<file path="src/rtl/uart_tx_sched_pkg.sv">
// Shared definitions for the UART transmit scheduler: FSM state encoding,
// the default per-frame timeout budget and the nominal frame length in ticks.
package uart_tx_sched_pkg;

  typedef enum logic [1:0] {
    IDLE   = 2'b00,
    LAUNCH = 2'b01,
    WAIT   = 2'b10,
    GAP    = 2'b11
  } state_t;

  localparam int DEFAULT_TIMEOUT_TICKS = 600;
  localparam int FRAME_TICKS           = 529;

endpackage

</file>
<file path="src/rtl/uart_tx_sched_if.sv">
// Requester-side bundle of the scheduler: request levels, flattened payloads
// and the per-requester ack/done pulses returned by the scheduler.
interface uart_tx_sched_if #(
  parameter int NREQ   = 4,
  parameter int DATA_W = 32
);
  logic [NREQ-1:0]        req;
  logic [NREQ*DATA_W-1:0] wdata;
  logic [NREQ-1:0]        ack;
  logic [NREQ-1:0]        done;

  modport master (output req, output wdata, input ack, input done);
  modport slave  (input req, input wdata, output ack, output done);
endinterface

</file>
<file path="src/rtl/uart_tx_sched_rr_arbiter.sv">
// Combinational rotate-priority picker: the first set request bit found by
// searching upward from ptr+1 (wrapping) wins. Holds no state.
module uart_rr_arbiter #(
  parameter int NREQ  = 4,
  parameter int IDX_W = $clog2(NREQ)
) (
  input  logic [NREQ-1:0]  req,
  input  logic [IDX_W-1:0] ptr,
  output logic [IDX_W-1:0] winner,
  output logic             valid
);

  logic [IDX_W-1:0] idx_s;

  // Scan from the farthest candidate back to ptr+1 so the nearest one is written last and wins
  always_comb begin
    winner = '0;
    valid  = 1'b0;
    idx_s  = '0;
    for (int k = NREQ; k >= 1; k--) begin
      idx_s  = IDX_W'((32'(ptr) + 32'(k)) % 32'(NREQ));
      winner = req[idx_s] ? idx_s : winner;
      valid  = valid | req[idx_s];
    end
  end

endmodule

</file>
<file path="src/rtl/uart_tx_sched.sv">
// Round-robin scheduler sharing one UART transmitter among NREQ requesters.
// Optional frame timeout in WAIT is enabled by defining UART_TX_SCHED_TIMEOUT_EN;
// without it WAIT waits indefinitely and timeout_err is constant 0.
module uart_tx_sched
  import uart_tx_sched_pkg::*;
#(
  parameter int NREQ          = 4,
  parameter int DATA_W        = 32,
  parameter int GAP_TICKS     = 0,
  parameter int TIMEOUT_TICKS = DEFAULT_TIMEOUT_TICKS,
  localparam int IDX_W        = $clog2(NREQ)
) (
  input  logic               PCLK,
  input  logic               PRESETn,
  uart_tx_sched_if.slave     req_bus,
  input  logic               tick,
  output logic               tx_start,
  output logic [DATA_W-1:0]  tx_data,
  input  logic               tx_done,
  output logic               busy,
  output logic [IDX_W-1:0]   grant_id,
  output logic               timeout_err
);

  localparam logic [NREQ-1:0] ONE_HOT0 = {{(NREQ-1){1'b0}}, 1'b1};

  state_t            state_r, state_nxt;
  logic [IDX_W-1:0]  ptr_r, ptr_nxt;
  logic [IDX_W-1:0]  grant_r, grant_nxt;
  logic [DATA_W-1:0] data_r, data_nxt;
  logic [7:0]        gap_cnt_r, gap_cnt_nxt;
  logic              tx_start_r, tx_start_nxt;
  logic              busy_r, busy_nxt;
  logic              tmo_r, tmo_nxt;
  logic [NREQ-1:0]   ack_r, ack_nxt;
  logic [NREQ-1:0]   done_r, done_nxt;
  logic [IDX_W-1:0]  win_s;
  logic              win_valid_s;
  logic [DATA_W-1:0] sel_data_s;
  logic              timeout_s;

  uart_rr_arbiter #(.NREQ(NREQ), .IDX_W(IDX_W)) u_arb (
    .req    (req_bus.req),
    .ptr    (ptr_r),
    .winner (win_s),
    .valid  (win_valid_s)
  );

  // Select the winning requester's payload from the flattened bus
  always_comb begin
    sel_data_s = '0;
    for (int i = 0; i < NREQ; i++) begin
      sel_data_s = (win_s == IDX_W'(i)) ? req_bus.wdata[i*DATA_W +: DATA_W] : sel_data_s;
    end
  end

`ifdef UART_TX_SCHED_TIMEOUT_EN
  localparam int TO_W = $clog2(TIMEOUT_TICKS + 1);
  logic [TO_W-1:0] to_cnt_r;

  // Count ticks while waiting for the transmitter; outside WAIT the count is held at zero
  always_ff @(posedge PCLK or negedge PRESETn) begin
    if (!PRESETn) begin
      to_cnt_r <= '0;
    end else if (state_r != WAIT) begin
      to_cnt_r <= '0;
    end else if (tick) begin
      to_cnt_r <= to_cnt_r + TO_W'(1);
    end else begin
      to_cnt_r <= to_cnt_r;
    end
  end

  assign timeout_s = (state_r == WAIT) && tick && (to_cnt_r == TO_W'(TIMEOUT_TICKS - 1));
`else
  assign timeout_s = 1'b0;
`endif

  // Next-state and next-output logic; every output is registered from these values
  always_comb begin
    state_nxt    = state_r;
    ptr_nxt      = ptr_r;
    grant_nxt    = grant_r;
    data_nxt     = data_r;
    gap_cnt_nxt  = gap_cnt_r;
    tx_start_nxt = 1'b0;
    ack_nxt      = '0;
    done_nxt     = '0;
    tmo_nxt      = 1'b0;
    case (state_r)
      IDLE: begin
        if (win_valid_s) begin
          state_nxt    = LAUNCH;
          ptr_nxt      = win_s;
          grant_nxt    = win_s;
          data_nxt     = sel_data_s;
          tx_start_nxt = 1'b1;
          ack_nxt      = ONE_HOT0 << win_s;
        end else begin
          state_nxt = IDLE;
        end
      end
      LAUNCH: begin
        // A tx_done seen here belongs to no frame of ours and is dropped
        state_nxt = WAIT;
      end
      WAIT: begin
        if (tx_done || timeout_s) begin
          done_nxt    = ONE_HOT0 << grant_r;
          tmo_nxt     = timeout_s & ~tx_done;
          gap_cnt_nxt = 8'd0;
          state_nxt   = (GAP_TICKS > 0) ? GAP : IDLE;
        end else begin
          state_nxt = WAIT;
        end
      end
      GAP: begin
        if (tick) begin
          if (gap_cnt_r == 8'(GAP_TICKS - 1)) begin
            gap_cnt_nxt = 8'd0;
            state_nxt   = IDLE;
          end else begin
            gap_cnt_nxt = gap_cnt_r + 8'd1;
          end
        end else begin
          state_nxt = GAP;
        end
      end
      default: begin
        state_nxt = IDLE;
      end
    endcase
    busy_nxt = (state_nxt != IDLE);
  end

  // State and output registers; reset leaves requester 0 first in line
  always_ff @(posedge PCLK or negedge PRESETn) begin
    if (!PRESETn) begin
      state_r    <= IDLE;
      ptr_r      <= IDX_W'(NREQ - 1);
      grant_r    <= '0;
      data_r     <= '0;
      gap_cnt_r  <= 8'd0;
      tx_start_r <= 1'b0;
      busy_r     <= 1'b0;
      tmo_r      <= 1'b0;
      ack_r      <= '0;
      done_r     <= '0;
    end else begin
      state_r    <= state_nxt;
      ptr_r      <= ptr_nxt;
      grant_r    <= grant_nxt;
      data_r     <= data_nxt;
      gap_cnt_r  <= gap_cnt_nxt;
      tx_start_r <= tx_start_nxt;
      busy_r     <= busy_nxt;
      tmo_r      <= tmo_nxt;
      ack_r      <= ack_nxt;
      done_r     <= done_nxt;
    end
  end

  assign tx_start     = tx_start_r;
  assign tx_data      = data_r;
  assign busy         = busy_r;
  assign grant_id     = grant_r;
  assign timeout_err  = tmo_r;
  assign req_bus.ack  = ack_r;
  assign req_bus.done = done_r;

endmodule

</file>
<file path="src/flat_wrapper.sv">
// flat-port wrapper written by rule: the top's interface ports become plain ports
module uart_tx_sched_flat import uart_tx_sched_pkg::*;
#(
  parameter int NREQ          = 4,
  parameter int DATA_W        = 32,
  parameter int GAP_TICKS     = 0,
  parameter int TIMEOUT_TICKS = DEFAULT_TIMEOUT_TICKS,
  localparam int IDX_W        = $clog2(NREQ)
)
  (PCLK, PRESETn, tick, tx_start, tx_data, tx_done, busy, grant_id, timeout_err, req_bus_req, req_bus_wdata, req_bus_ack, req_bus_done);
  uart_tx_sched_if #(.NREQ(NREQ), .DATA_W(DATA_W)) req_bus_i ();
  input  logic PCLK;
  input  logic PRESETn;
  input  logic tick;
  output logic tx_start;
  output logic [DATA_W-1:0] tx_data;
  input  logic tx_done;
  output logic busy;
  output logic [IDX_W-1:0] grant_id;
  output logic timeout_err;
  input wire logic [$bits(req_bus_i.req)-1:0] req_bus_req;
  input wire logic [$bits(req_bus_i.wdata)-1:0] req_bus_wdata;
  output wire logic [$bits(req_bus_i.ack)-1:0] req_bus_ack;
  output wire logic [$bits(req_bus_i.done)-1:0] req_bus_done;
  assign req_bus_i.req = req_bus_req;
  assign req_bus_i.wdata = req_bus_wdata;
  assign req_bus_ack = req_bus_i.ack;
  assign req_bus_done = req_bus_i.done;
  uart_tx_sched #(.NREQ(NREQ), .DATA_W(DATA_W), .GAP_TICKS(GAP_TICKS), .TIMEOUT_TICKS(TIMEOUT_TICKS)) u_core (.PCLK(PCLK), .PRESETn(PRESETn), .req_bus(req_bus_i), .tick(tick), .tx_start(tx_start), .tx_data(tx_data), .tx_done(tx_done), .busy(busy), .grant_id(grant_id), .timeout_err(timeout_err));
endmodule
</file>
<file path="config.mk">
export PLATFORM = sky130hd
export DESIGN_NAME = uart_tx_sched_flat
export DESIGN_NICKNAME = d
export VERILOG_FILES = /design/src/rtl/uart_tx_sched_pkg.sv /design/src/rtl/uart_tx_sched_if.sv /design/src/rtl/uart_tx_sched_rr_arbiter.sv /design/src/rtl/uart_tx_sched.sv /design/src/flat_wrapper.sv
export SDC_FILE = /design/constraint.sdc
export NUM_CORES = 1
export LEC_CHECK = 0
export BUFFER_PORTS_ARGS = -buffer_cell sky130_fd_sc_hd__buf_2
export CAP_MARGIN = 10
export CORE_MARGIN = 1.5
export CORE_UTILIZATION = 35
export DETAILED_ROUTE_END_ITERATION = 10
export SYNTH_ARGS = -nofsm -noshare
export SYNTH_HDL_FRONTEND = slang
export SYNTH_SLANG_ARGS = --single-unit
</file>
<file path="constraint.sdc">
create_clock -name PCLK -period 2.4 [get_ports PCLK]
set_input_delay 0.24 -clock PCLK [delete_from_list [all_inputs] [get_ports PCLK]]
set_output_delay 0.24 -clock PCLK [all_outputs]
set_load 0.02 [all_outputs]
</file>
==> impl_summary.log <==
[metrics] relative slew slack: 0.4259
[metrics] clock network power share: 0.122
[metrics] leading cell type in the layout, fill and taps excluded: sky130_fd_sc_hd__buf_2
[metrics] most common flop cell mapped by yosys: sky130_fd_sc_hd__dfrtp_1
[metrics] proportion of synthesized flip-flops having asynchronous set or reset: 1.000
[metrics] FF+latch count, synth: 56
[metrics] portion of the clock cycle consumed by the worst path in the final layout: 0.8729
[metrics] TritonCTS clock tree: done
[metrics] share of post-route cells with drive strength above 1: 0.4980
[metrics] number of antenna-violating nets in the routed design: 0
[metrics] switching share of power: 0.4226
[metrics] status: completed
[metrics] Sw Pwr: between 2 and 2.5 mW
[metrics] remaining design rule violation count: 0
[metrics] Power Dens Cells: about 1100 nW/um^2
[metrics] max-capacitance violation count: 0
[metrics] post-route insts no fill: approximately 620
[metrics] layout overhead on the synthesized area: 31.52%
[metrics] initial core utilization: 0.3664
[metrics] cell family with the largest share of critical-path delay: compound AO/OA/AOI/OAI gates
[metrics] DIE WIDTH: 102.0 um
[metrics] number of optimization iterations in the first detailed-route pass: 4
[metrics] final cell utilization of the core: 0.4818
[metrics] critical path endpoint category: register
[metrics] critical path launch point type: register
[metrics] area enclosed by the die boundary: ~10000 um^2
[metrics] Max VDD drop: around 0.00045 V
[metrics] worst hold path type: input pin to register
[metrics] Final Routed Wirelength: approximately 8000 um
[metrics] maximum clock path buffer count: 2
[metrics] post-route setup TNS: 0 ps
[metrics] worst clock skew on the final layout: 9.386 ps
[metrics] distinct cell type count after synthesis: 45
[metrics] clock-pin slew on the worst setup and hold paths: 100 ps
[metrics] buffers inserted by post-CTS timing repair: 0
[metrics] number of instances in the placed design: around 610
[metrics] Max Fclk: 0.4774 GHz
[metrics] RSZ-0062 raised after global routing: no
[metrics] global route total overflow: 0
[metrics] routed via count: roughly 2900
[metrics] initial antenna violation count: 0
[metrics] vias in the first global route: roughly 2800
[metrics] diode insertion count for antenna repair: 0
[metrics] core footprint: 9371 um^2
[metrics] measured slew at the worst slew-check pin: approximately 860 ps
[metrics] proportion of synthesized chip area in sequential cells: 0.4089
[metrics] floorplan die height: just over 100 um
[metrics] minimum setup slack after placement: approximately 310 ps
[metrics] leading cell types in the layout, fill and taps excluded: sky130_fd_sc_hd__buf_2 (179), sky130_fd_sc_hd__mux2i_1 (64), sky130_fd_sc_hd__dfrtp_1 (54), sky130_fd_sc_hd__nand2_1 (41), sky130_fd_sc_hd__mux2_2 (29)
[metrics] internal power: a little under 3 mW
[metrics] I/O pin total: 181
[metrics] count of buffer and inverter cells on the critical path: 0
[metrics] Crit-path slowest cell: sky130_fd_sc_hd__a211o_2
[metrics] vias per cell: around 4.7
[metrics] critical path's most frequent cell: sky130_fd_sc_hd__o21ai_1
[metrics] detailed-placement wirelength estimate: slightly above 6000 um
[metrics] post-layout power: a little over 5 mW
[metrics] max-slew violation count: 0
[metrics] Cell Rows: 35
[metrics] post-route cell area: approximately 4500 um^2
[metrics] RePlAce Congestion: between 0.7 and 0.8
[metrics] stage delay of the slowest cell on the critical path: 660 ps
[metrics] number of hold violations in the final report: 0
[metrics] worst hold margin: roughly 260 ps
[metrics] clock root buffer master: sky130_fd_sc_hd__clkbuf_8
[metrics] count of warnings emitted by yosys: 0
[metrics] final setup fails: 0
[metrics] Post-Place Cell Area: roughly 4400 um^2
[metrics] number of enable flip-flop cells after synthesis: 0
[metrics] Worst Path Arrival: between 2000 and 2500 ps
[metrics] global-route usage over all layers: 0.1484
[metrics] Crit Path Max Fanout: 38
[metrics] Comb power frac: 0.570
[metrics] Synth Net Count: around 460
[metrics] shortest clock period the worst path allows after layout: ~2100 ps
[metrics] Starting DRT DRC Count: 59
[metrics] post-synthesis instance area: 3433 um^2
[metrics] final worst slack: roughly 310 ps
[metrics] register share of total power: 0.308
[metrics] number of instances in the synthesized netlist: between 300 and 400
[metrics] Final nets: 630
[metrics] cell leakage power: 2.388 nW
[metrics] level count of the clock H-tree: 2
[metrics] Worst EP required: approximately 2600 ps
[metrics] Buffers on Ports: around 180
[metrics] clk sink count: 56
[metrics] critical setup path kind: register to register
[metrics] maximum number of pins on one net before global-route repair: 57
[metrics] wire length of the first global-routing pass: 12260 um
[metrics] clock insertion delay at the later pin of the skew report: about 310 ps
[metrics] critical path, cell by cell: nand2b_2, o21ai_1, a211o_2, mux2_4, o21ai_1
[metrics] synthesized area per cell: roughly 11 um^2
[metrics] number of buffers added by the clock tree synthesis step: 5
[metrics] Wirelength per Cell: ~13 um
-- cell families (layout without fill, tap and decap cells) --
family | after synthesis | after routing | synth area share
AO/OA/AOI/OAI | 60 | 60 | 0.1122
adder cells (fa/ha/maj) | 1 | 1 | 0.003644
buffers and inverters | 28 | 201 | 0.06159
flip-flops | 56 | 56 | 0.4089
other | 1 | 1 | 0.001092
multiplexers | 99 | 99 | 0.3079
AND/OR/NAND/NOR | 76 | 76 | 0.1046
-- per-layer routing --
| metal | GRT usage | vias up | part of all wire |
|---|---|---|---|
| met5 | 0 | - | 0 |
| met4 | 0.04742 | 0 | 0.016 |
| met3 | 0.02531 | 9 | 0.053 |
| met2 | 0.2781 | 102 | 0.52 |
| met1 | 0.1707 | 1352 | 0.41 |
| li1 | - | 1475 | - |
-- power by group through the flow --
stage               Combinational (mW)  Clock [mW]  Sequential (mW)
finish                            2.89       0.619             1.56
global route                      3.17       0.679             1.61
CTS                               2.95       0.651             1.57
detailed placement                2.94           0             1.58
global placement                  2.89           0             1.57
floorplan                         1.91           0             1.94
-- flip-flops by register name, indices dropped and copies added, names as in the netlist --
signal               flops
u_core.tx_start          1
u_core.ptr_r             2
u_core.tx_data          32
u_core.req_bus.ack       4
u_core.busy              1
u_core.grant_id          2
u_core.req_bus.done      4
u_core.gap_cnt_r         8
u_core.state_r           2
-- Yosys cell counts, types with 2 or more instances --
library cell               number  area [um^2]
sky130_fd_sc_hd__nor2b_1        4        25.02
sky130_fd_sc_hd__buf_12         4        80.08
sky130_fd_sc_hd__nand2_1       41        153.9
sky130_fd_sc_hd__nor3_1         5        25.02
sky130_fd_sc_hd__mux2i_1       64        640.6
sky130_fd_sc_hd__inv_1          5        18.77
sky130_fd_sc_hd__nor2_1         8        30.03
sky130_fd_sc_hd__dfstp_2        2        52.55
sky130_fd_sc_hd__mux2_2        29        326.6
sky130_fd_sc_hd__a21o_1         2        15.01
sky130_fd_sc_hd__clkbuf_1       9        33.78
sky130_fd_sc_hd__o31ai_1        2        15.01
sky130_fd_sc_hd__o21ai_0       11        55.05
sky130_fd_sc_hd__o21ai_2        9        78.83
sky130_fd_sc_hd__and3_1         2        12.51
sky130_fd_sc_hd__a21oi_1        3        15.01
sky130_fd_sc_hd__nand3_1        2        10.01
sky130_fd_sc_hd__nand2b_1       3        18.77
sky130_fd_sc_hd__mux2_4         6        90.09
sky130_fd_sc_hd__nand4_1        2        12.51
sky130_fd_sc_hd__o21ai_1       25        125.1
sky130_fd_sc_hd__dfrtp_1       54         1351
sky130_fd_sc_hd__buf_4          6        45.04
sky130_fd_sc_hd__nor3b_1        2        15.01
-- path summary, 6_finish.rpt --
check                                                    start                              end  slack, ps  cells past startpoint
worst max-delay path               u_core.ptr_r[0]$_DFFE_PN1P_    u_core.tx_data[9]$_DFFE_PN0P_        310                      5
worst min-delay path                                      tick  u_core.gap_cnt_r[5]$_DFFE_PN0P_        260                      3
worst max register to register     u_core.ptr_r[0]$_DFFE_PN1P_    u_core.tx_data[9]$_DFFE_PN0P_        310                      5
worst min register to register  u_core.tx_data[19]$_DFFE_PN0P_   u_core.tx_data[19]$_DFFE_PN0P_        480                      2
max in group asynchronous                              PRESETn      u_core.ptr_r[0]$_DFFE_PN1P_       1640                      3
min in group asynchronous                              PRESETn   u_core.tx_data[19]$_DFFE_PN0P_        440                      3
-- what timing repair did --
item | 4_1_cts | 5_1_grt
hold endpoints to repair | 54 | 0
resized for setup | 0 | 0
hold buffers | 1 | 0
-- layout make-up --
| class | count | area [um^2] |
|---|---|---|
| fillers | 927 | 4856 |
| multi-input cells | 237 | 1821 |
| flip-flops and latches | 56 | 1404 |
| repair buffers | 187 | 996.0 |
| well taps | 129 | 161.4 |
| clock buffers | 5 | 68.82 |
| clock inverters | 3 | 42.54 |
| inverters | 6 | 22.52 |
-- worst reg2reg max path: stages, from the launching register on --
cell and delay, ps:
sky130_fd_sc_hd__dfstp_2 570, sky130_fd_sc_hd__nand2b_2 150, sky130_fd_sc_hd__o21ai_1 70, sky130_fd_sc_hd__a211o_2 660, sky130_fd_sc_hd__mux2_4 440, sky130_fd_sc_hd__o21ai_1 130
(Power assumes the default switching activity.)
